--- src/rtl/hazard_ctrl.sv ---
// hazard_ctrl: stall/flush/forward control for the 5-stage MIPS pipeline,
// including mul/div sequencing and data-memory freeze with timeout.
module hazard_ctrl #(
  parameter int MUL_CYCLES  = 4,
  parameter int DIV_CYCLES  = 32,
  parameter int MEM_TIMEOUT = 255
) (
  input  logic       clk,
  input  logic       rst_n,
  input  logic [4:0] id_rs,
  input  logic [4:0] id_rt,
  input  logic       id_use_rs,
  input  logic       id_use_rt,
  input  logic       exe_wb_we,
  input  logic [4:0] exe_wb_dreg,
  input  logic       exe_is_load,
  input  logic       mem_wb_we,
  input  logic [4:0] mem_wb_dreg,
  input  logic       branch_taken,
  input  logic       md_start,
  input  logic       md_is_div,
  input  logic       id_md_read,
  input  logic       mem_req,
  input  logic       mem_ready,
  output logic       pc_we,
  output logic       if_id_we,
  output logic       if_id_flush,
  output logic       id_exe_flush,
  output logic       pipe_en,
  output logic [1:0] fwd_a_sel,
  output logic [1:0] fwd_b_sel,
  output logic       md_busy,
  output logic       md_done,
  output logic       mem_err
);
  localparam int MAXC = (DIV_CYCLES > MUL_CYCLES) ? DIV_CYCLES : MUL_CYCLES;
  localparam int CW   = (MAXC > 1) ? $clog2(MAXC) : 1;

  typedef enum logic {IDLE, BUSY} state_t;

  state_t        state_q, state_d;
  logic [CW-1:0] md_cnt_q, md_cnt_d;
  logic [7:0]    wait_cnt_q, wait_cnt_d;
  logic          freeze_req, timeout, freeze, load_use, md_hold, stall, accept;
  logic          exe_ok, mem_ok;

  // A load in EXE has no result yet, so it never forwards from EXE.
  assign exe_ok = exe_wb_we && exe_wb_dreg != 5'd0 && !exe_is_load;
  assign mem_ok = mem_wb_we && mem_wb_dreg != 5'd0;

  assign fwd_a_sel = (!rst_n || !id_use_rs) ? 2'b00 :
                     (exe_ok && exe_wb_dreg == id_rs) ? 2'b10 :
                     (mem_ok && mem_wb_dreg == id_rs) ? 2'b01 : 2'b00;
  assign fwd_b_sel = (!rst_n || !id_use_rt) ? 2'b00 :
                     (exe_ok && exe_wb_dreg == id_rt) ? 2'b10 :
                     (mem_ok && mem_wb_dreg == id_rt) ? 2'b01 : 2'b00;

  always_comb begin
    freeze_req = mem_req && !mem_ready;
    timeout    = freeze_req && wait_cnt_q == 8'(MEM_TIMEOUT - 1);
    freeze     = freeze_req && !timeout;
    load_use   = exe_is_load && exe_wb_we && exe_wb_dreg != 5'd0 &&
                 ((id_use_rs && id_rs == exe_wb_dreg) || (id_use_rt && id_rt == exe_wb_dreg));
    md_hold    = state_q == BUSY && (id_md_read || md_start);
    stall      = load_use || md_hold;
    accept     = state_q == IDLE && md_start && !load_use && !freeze;
    wait_cnt_d = freeze ? wait_cnt_q + 8'd1 : 8'd0;
    state_d    = state_q;
    md_cnt_d   = md_cnt_q;
    if (accept) begin
      state_d  = BUSY;
      md_cnt_d = md_is_div ? CW'(DIV_CYCLES - 1) : CW'(MUL_CYCLES - 1);
    end else if (state_q == BUSY && !freeze) begin
      state_d  = (md_cnt_q == '0) ? IDLE : BUSY;
      md_cnt_d = (md_cnt_q == '0) ? md_cnt_q : md_cnt_q - CW'(1);
    end
    // Outputs are gated by rst_n so the reset values appear without waiting for a clock.
    pc_we        = rst_n && !freeze && !stall;
    if_id_we     = rst_n && !freeze && !stall;
    id_exe_flush = !rst_n || (!freeze && stall);
    if_id_flush  = !rst_n || (!freeze && !stall && branch_taken);
    pipe_en      = rst_n && !freeze;
    md_busy      = rst_n && state_q == BUSY;
    md_done      = rst_n && state_q == BUSY && md_cnt_q == '0 && !freeze;
    mem_err      = rst_n && timeout;
  end

  always_ff @(posedge clk or negedge rst_n) begin
    if (!rst_n) begin
      state_q    <= IDLE;
      md_cnt_q   <= '0;
      wait_cnt_q <= '0;
    end else begin
      state_q    <= state_d;
      md_cnt_q   <= md_cnt_d;
      wait_cnt_q <= wait_cnt_d;
    end
  end
endmodule

--- config.mk ---
export PLATFORM = sky130hd
export DESIGN_NAME = hazard_ctrl
export DESIGN_NICKNAME = d
export VERILOG_FILES = /design/src/rtl/hazard_ctrl.sv
export SDC_FILE = /design/constraint.sdc
export NUM_CORES = 1
export LEC_CHECK = 0
export ABC_CLOCK_PERIOD_IN_PS = 4200
export CAP_MARGIN = 10
export CORE_AREA = 4 4 55 57
export DETAILED_ROUTE_END_ITERATION = 7
export DIE_AREA = 0 0 59 61
export PLACE_DENSITY = 0.82
export SETUP_SLACK_MARGIN = 0.02
export SLEW_MARGIN = 20
export SYNTH_ARGS = -nofsm -noshare
export SYNTH_HDL_FRONTEND = slang
export SYNTH_SLANG_ARGS = --single-unit
--- constraint.sdc ---
create_clock -name clk -period 4.2 [get_ports clk]
set_clock_uncertainty 0.15 [all_clocks]
set_input_delay 0.84 -clock clk [delete_from_list [all_inputs] [get_ports clk]]
set_output_delay 0.84 -clock clk [all_outputs]
set_load 0.01 [all_outputs]
==> results.toml, run 1 <==
[timing]
finalSetupViolCount = 0
finalHoldViolCount = 0
rsz0062_at_grt = "no"
worst_pin_slew_ns = 0.700
timing.final.crit_share = 0.958
drv_slew = 0
slew_headroom = 0.533
setup_tns_ns = 0
finalCriticalPeriod_ns = 4.02
fmax_mhz = 249

[clock_network]
cts.sinks = 14
cts_setup_buffers = 0
cts_tree = "done"
cts_hold_buf = 0
root_buffer = "clkbuf_4"
cts_made_buffers = 3
ctsResizeCount = 0
insertion_delay_ns = 0.27
h-tree-depth = 1
clk_pin_slew_worst_paths_ns = 0.09
clk_path_buf_depth = 2

[routing]
wl_per_cell_um = 14.2
drt.antenna.violating_nets = 0
vias = 1112
drtIter0Drc = 40
route.detailed.drc = 0
wirelength_um = 2900
dr.pass1.iters = 4
drt-vias-per-instance = 5.45

[setup_path]
critical_path.cell_chain = "clkdlybuf4s50_1, xor2_1, nor3_1, nand3_1, a211o_4, nand2_1, a21bo_1, clkdlybuf4s50_1"
worstSetupStartpoint = "exe_wb_dreg[1]"
critical_path_class = "in -> out"
reg2reg_slack_ns = 1.80
crit_required_ns = 3.21
r2r_cells = 8
endpoint = "id_exe_flush"
crit_top_cell = "clkdlybuf4s50_1"
reg2reg_from = "wait_cnt_q[0]"
reg2reg_to = "md_cnt_q[3]"
arrival_ns = 3.03
worst_setup_path_start_kind = "input pin"
crit_path_max_incr_delay_ns = 0.53
cp-end-kind = "output port"
crit_slowest_cell = "clkdlybuf4s50_1"
cp_max_fo = 3

[floorplan]
io_pins = 45
rows = 18
initial_core_util = 0.456
die_h_um = 61
core-area_sq_um = 2480
dieArea_sq_um = 3600
fp.dieW_um = 59

[synthesis]
ys_seq_elements = 14
async_reset_ff_frac = 1.00
synth_flop_cell = "dfrtp_1"
postSynthCellCount = 127
synth_edf_count = 0
postSynthAreaPerCell_sq_um = 8.89
synth_warnings = 0
synth_nets = 164
netlist_area_sq_um = 1130
synth.distinct_cells = 32
synth-seq-area-share = 0.310

[placement]
dp_hpwl_um = 2460
portBuffers = 44
gp_congestion = 0.870
place_inst = 200

[cells_and_area]
fin_cells = 204
syn_to_final_growth_pct = 45.2
num_antenna_cells = 0
multi_input_area_sq_um = 752
layout-drive-gt1-share = 0.0575
fillers = 222
fin_nets = 212
ff_latch_area_sq_um = 350
layout_commonest_cell = "clkdlybuf4s50_1"
layout_common_cells = "44 x clkdlybuf4s50_1, 23 x xor2_1, 14 x dfrtp_1"
final_util = 0.662

[global_routing]
use_met1 = 0.223
grt_max_degree = 17
grt_pass1_vias = 1067
antenna_found_initial = 0
gr-usage-met2 = 0.290
grt_use_met3 = 0.0340
grt_busiest_layer = "met2"
overflow = 0
grt_usage = 0.169
grt_pass1_wl_um = 4790

[power]
ir_drop_mv = 0.346
power-per-cell-area_nw_per_um2 = 317
p_leak_nw = 0.691
total_power_w = 0.000519

[status]
outcome = "complete, no violations"

[run]
drv_cap = 0

[min_path]
hold_class = "reg -> reg"
-- where the power goes --
group	internal, W	leakage, nW	switching [W]
combinational	0.000124	0.490	0.000104
clock	0.0000526	0.0210	0.0000416
sequential	0.000166	0.180	0.0000306
-- cell families (layout without fill, tap and decap cells) --
| group | after synthesis | after routing | share of synthesized area |
|---|---|---|---|
| simple gates | 61 | 61 | 0.292 |
| xor+xnor | 27 | 27 | 0.210 |
| flops | 14 | 14 | 0.310 |
| compound gates | 12 | 12 | 0.0909 |
| buf+inv | 6 | 53 | 0.0233 |
| fa+ha+maj | 4 | 4 | 0.0443 |
| mux | 3 | 3 | 0.0299 |
-- routing by layer --
layer / routed length (um) / vias up
met4: 0 / 0
met2: 1320 / 65
met1: 1180 / 507
met3: 404 / 0
met5: 0 / -
li1: - / 540
-- how the worst min path moves through the flow --
stage	start	endpoint	slack [ns]	cells after the start
6_report	md_cnt_q[1]	md_cnt_q[1]	0.38	2
5_1_grt	md_cnt_q[1]	md_cnt_q[1]	0.42	2
4_1_cts	md_cnt_q[1]	md_cnt_q[1]	0.38	2
3_5_place_dp	md_cnt_q[1]	md_cnt_q[1]	0.37	2
3_3_place_gp	md_cnt_q[1]	md_cnt_q[1]	0.35	2
2_1_floorplan	md_cnt_q[1]	md_cnt_q[1]	0.33	2
-- flip-flops by register name, summed over array words and instances, names as in the netlist --
name	count
md_cnt_q	5
state_q	1
wait_cnt_q	8
-- Yosys cell counts (2+ instances only) --
| library cell | instances | area [sq um] |
|---|---|---|
| mux2_1 | 3 | 33.8 |
| o31ai_1 | 2 | 15.0 |
| nor4_1 | 2 | 12.5 |
| nand4_1 | 5 | 31.3 |
| and2_1 | 3 | 18.8 |
| o21ai_0 | 3 | 15.0 |
| xor2_1 | 23 | 201 |
| inv_1 | 4 | 15.0 |
| nor2_1 | 11 | 41.3 |
| nand2_1 | 13 | 48.8 |
| dfrtp_1 | 14 | 350 |
| nand3_1 | 7 | 35.0 |
| and3_1 | 5 | 31.3 |
| nor3_1 | 8 | 40.0 |
| ha_1 | 4 | 50.1 |
| xnor2_1 | 4 | 35.0 |
-- worst max-delay path: cells and delay by family --
kind | cells | cell delay, ns
buf+inv | 2 | 1.02
simple gates | 3 | 0.51
compound gates | 2 | 0.48
xor+xnor | 1 | 0.19
-- layout make-up --
type	instances	area share
Timing Repair Buffer	45	0.273
Inverter	4	0.00916
Clock buffer	4	0.0221
Multi-Input combinational cell	107	0.459
Sequential cell	14	0.214
Tap cell	30	0.0229
-- metrics by stage --
stage	cell area, sq um	hold slack (ns)	setup slack [ns]
6_report	1640	0.380	0.178
5_1_grt	1640	0.424	0.0648
4_1_cts	1640	0.385	0.181
3_5_place_dp	1600	0.365	0.189
3_3_place_gp	1600	0.349	0.216
2_1_floorplan	1130	0.333	1.18
Note: power is estimated with default switching activity, not from simulation.
==> run 2: changes to the inputs <==
Settings changed: PLACE_DENSITY 0.82 to 0.92.
==> results.toml, run 2 (synthesis results as in run 1) <==
[power]
intPower_w = 0.000345
p_leak_nw = 0.695
power-per-cell-area_nw_per_um2 = 329
p_comb_frac = 0.449
pwr-share-clk = 0.186
total_power_w = 0.000541
switchingPower_w = 0.000196
ir_drop_mv = 0.444
sequentialPowerShare = 0.365
p_sw_frac = 0.362

[clock_network]
insertion_delay_ns = 0.29
cts_hold_buf = 0
root_buffer = "clkbuf_4"
cts_made_buffers = 3
ctsResizeCount = 0
h-tree-depth = 1
cts_tree = "done"
cts_setup_buffers = 0
clk_pin_slew_worst_paths_ns = 0.09
cts.sinks = 14
clk_path_buf_depth = 2

[cells_and_area]
layout-drive-gt1-share = 0.0629
fin_nets = 213
num_antenna_cells = 0
syn_to_final_growth_pct = 45.9
layout_common_cells = "44 x clkdlybuf4s50_1, 23 x xor2_1, 14 x dfrtp_1"
reg.largest.list = "wait_cnt_q: 8 flops, md_cnt_q: 5 flops, state_q: 1 flops"
largest_reg_flops = 8
regMostFlops = "wait_cnt_q"
layout_commonest_cell = "clkdlybuf4s50_1"

[routing]
route.detailed.drc = 0
drtIter0Drc = 71
wirelength_um = 3520
vias = 1140
wl_per_cell_um = 17.1
drt.antenna.violating_nets = 0
dr.pass1.iters = 4
drt-vias-per-instance = 5.56

[timing]
slew_headroom = 0.586
rsz0062_at_grt = "no"
worst_pin_slew_ns = 0.613
finalHoldViolCount = 0
finalSetupViolCount = 0
finalCriticalPeriod_ns = 4.09
drv_slew = 0
fmax_mhz = 245
setup_tns_ns = 0
timing.final.crit_share = 0.974
finalWorstSetupSlack_ns = 0.111

[floorplan]
core-area_sq_um = 2480
initial_core_util = 0.456
die_h_um = 61
fp.dieW_um = 59
rows = 18
dieArea_sq_um = 3600
io_pins = 45

[setup_path]
crit_required_ns = 3.21
cp-end-kind = "output port"
critical_path_class = "in -> out"
cp_max_fo = 3
worst_setup_path_start_kind = "input pin"
arrival_ns = 3.10

[global_routing]
grt_max_degree = 16
overflow = 0
grt_pass1_vias = 1193
antenna_found_initial = 0
grt_usage = 0.203
grt_pass1_wl_um = 5480

[run]
drv_cap = 0

[min_path]
hold_class = "reg -> reg"

[placement]
gp_congestion = 0.895
portBuffers = 44
dp_hpwl_um = 2810
post-place-ws_ns = 0.118

[status]
outcome = "complete, no violations"
## run 2: layer usage
metal | vias to the layer above | GRT usage | share of wire
met2 | 64 | 0.385 | 0.49
met3 | 6 | 0.0426 | 0.087
met5 | - | 0 | 0
met1 | 533 | 0.225 | 0.41
li1 | 537 | - | -
met4 | 0 | 0.0647 | 0.012
## run 2: power groups by stage
stage	Clock (W)	Sequential, W	Combinational (W)
global placement	0	0.000196	0.000220
CTS	0.000101	0.000196	0.000243
floorplan	0	0.000191	0.000145
detailed placement	0	0.000199	0.000237
global route	0.000110	0.000203	0.000267
finish	0.000101	0.000198	0.000243
## run 2: stage by stage
step | area [sq um] | hold slack [ns] | std cells | utilization
floorplan | 1130 | 0.333 | 127 | -
global placement | 1610 | 0.351 | 201 | 0.650
detailed placement | 1610 | 0.371 | 201 | 0.650
CTS | 1650 | 0.390 | 205 | 0.665
global route | 1650 | 0.429 | 205 | 0.665
finish | 1650 | 0.392 | 205 | 0.665
## run 2: layout make-up
cell class,instances,area (sq um)
sequential,14,350
timing repair buffer,46,455
inverter,4,15.0
fill,202,831
multi-input combinational,107,752
clock buffer,4,36.3
tap,30,37.5
## run 2: path summary, 6_finish.rpt
kind	slack [ns]	to	startpoint	cells after the start
max	0.11	id_exe_flush	exe_wb_dreg[3]	8
min	0.39	md_cnt_q[1]	md_cnt_q[1]	2
max reg2reg	2.09	md_cnt_q[3]	md_cnt_q[0]	6
min reg2reg	0.39	md_cnt_q[1]	md_cnt_q[1]	2
max in group asynchronous	2.65	wait_cnt_q[0]	rst_n	2
min in group asynchronous	0.73	wait_cnt_q[5]	rst_n	1
## run 2: worst max-delay path: stages
cell and delay (ns):
clkdlybuf4s50_1 0.50, xor2_1 0.22, nor3_1 0.31, nand3_1 0.14, a211o_4 0.36, nand2_1 0.08
a21bo_1 0.11, clkdlybuf4s50_1 0.53
==> run 3: changes to the inputs <==
Settings changed: ABC_CLOCK_PERIOD_IN_PS 4200 to 3650, CORE_AREA 4 4 55 57 to 4 4 59 61, DIE_AREA 0 0 59 61 to 0 0 63 65, GPL_TIMING_DRIVEN set to 0, PLACE_DENSITY 0.92 to 0.84.
Clock period 4.2 ns to 3.65 ns, I/O delays scaled along.
==> results.toml, run 3 (synthesis results as in run 1) <==
[timing]
finalSetupViolCount = 0
worst_pin_slew_ns = 0.887
fmax_mhz = 278
timing.final.crit_share = 0.984
drv_slew = 0
slew_headroom = 0.409
rsz0062_at_grt = "no"
finalCriticalPeriod_ns = 3.59
setup_tns_ns = 0
finalHoldViolCount = 0

[routing]
route.detailed.drc = 0
wirelength_um = 3040
drt-vias-per-instance = 5.31
wl_per_cell_um = 14.6
drtIter0Drc = 64
vias = 1105
drt.antenna.violating_nets = 0
dr.pass1.iters = 4

[setup_path]
r2r_cells = 6
reg2reg_from = "md_cnt_q[0]"
crit_top_cell = "clkdlybuf4s50_1"
worst-path-buf-inv = 2
crit_required_ns = 2.77
critPathTopFamily = "buffers and inverters"
reg2reg_slack_ns = 1.43
worst_setup_path_start_kind = "input pin"
crit_slowest_cell = "or4_4"
arrival_ns = 2.71
reg2reg_to = "md_cnt_q[3]"
critical_path.cell_chain = "clkdlybuf4s50_1, or4_4, o21ai_4, nor3_1, and3_1, clkdlybuf4s50_1"
cp_max_fo = 3
critical_path_class = "in -> out"
cp-end-kind = "output port"
crit_path_max_incr_delay_ns = 0.59

[cells_and_area]
layout_commonest_cell = "clkdlybuf4s50_1"
largest_reg_flops = 8
layout_common_cells = "35 x clkdlybuf4s50_1, 23 x xor2_1, 14 x dfrtp_1"
fin_area_sq_um = 1650
final_util = 0.554
reg.largest.list = "wait_cnt_q: 8 flops, md_cnt_q: 5 flops, state_q: 1 flops"
syn_to_final_growth_pct = 46.1
num_antenna_cells = 0
layout-drive-gt1-share = 0.0800
fillers = 257
regMostFlops = "wait_cnt_q"
fin_nets = 213

[floorplan]
io_pins = 45
fp.dieW_um = 63
initial_core_util = 0.379
dieArea_sq_um = 4100
die_h_um = 65
core-area_sq_um = 2980
rows = 20

[min_path]
holdPathEnd = "wait_cnt_q[0]"
min_from = "wait_cnt_q[0]"
hold_class = "reg -> reg"
worstHoldPathCells = 1

[global_routing]
gr-usage-met2 = 0.291
use_met1 = 0.158
overflow = 0
grt_max_degree = 24
grt_busiest_layer = "met2"
grt_use_met3 = 0.0399
antenna_found_initial = 0
grt_usage = 0.153
grt_pass1_vias = 1153
grt_pass1_wl_um = 5000

[placement]
portBuffers = 44
postPlaceCellArea_sq_um = 1610
dp_hpwl_um = 2500
gp_congestion = 0.785

[power]
p_leak_nw = 0.716
ir_drop_mv = 0.185
total_power_w = 0.000608
power-per-cell-area_nw_per_um2 = 369

[clock_network]
h-tree-depth = 1
insertion_delay_ns = 0.28
root_buffer = "clkbuf_4"
cts_made_buffers = 3
cts_tree = "done"
clk_pin_slew_worst_paths_ns = 0.08
clk_path_buf_depth = 2
cts.sinks = 14
cts_hold_buf = 0

[status]
outcome = "complete, no violations"

[run]
drv_cap = 0
[run 3: cell type report]
cell class / count / area, sq um / area share
multi-input cells: 107 / 767 / 0.465
repair buffers: 44 / 428 / 0.259
flip-flops and latches: 14 / 350 / 0.212
well taps: 33 / 41.3 / 0.0250
clock buffers: 4 / 36.3 / 0.0220
inverters: 4 / 15.0 / 0.00910
plain buffers: 2 / 11.3 / 0.00683
[run 3: worst max path at each step]
stage	startpoint	to	depth (start not counted)
after global routing	exe_wb_dreg[0]	fwd_b_sel[1]	6
after CTS	exe_wb_dreg[0]	fwd_b_sel[1]	6
after floorplan	exe_wb_dreg[1]	pc_we	6
after global placement	exe_wb_dreg[3]	pc_we	8
final	exe_wb_dreg[0]	fwd_a_sel[1]	6
after detailed placement	exe_wb_dreg[4]	pc_we	8
[run 3: routing by layer]
layer	part of all wire	routed length, um
met2	0.54	1630
met5	0	0
met4	0.014	44
met1	0.39	1190
met3	0.056	171
[run 3: report_power, final]
part	total (W)	internal (W)	switching [W]
registers	0.000228	0.000191	0.0000366
clock network	0.000112	0.0000608	0.0000508
logic	0.000268	0.000140	0.000129
total	0.000608	0.000392	0.000216
[run 3: through the flow]
step / std cells / hold slack, ns / worst slack, ns
2_1_floorplan: 127 / 0.284 / 0.851
3_3_place_gp: 204 / 0.356 / -0.206
3_5_place_dp: 204 / 0.378 / -0.273
4_1_cts: 208 / 0.391 / 0.106
5_1_grt: 208 / 0.427 / 0.0226
6_report: 208 / 0.393 / 0.0576
[run 3: timing repair]
action,in CTS,in global routing
setup buffers,0,0
resized for setup,11,1
pin swaps,2,0
endpoints found under the setup margin,7,1
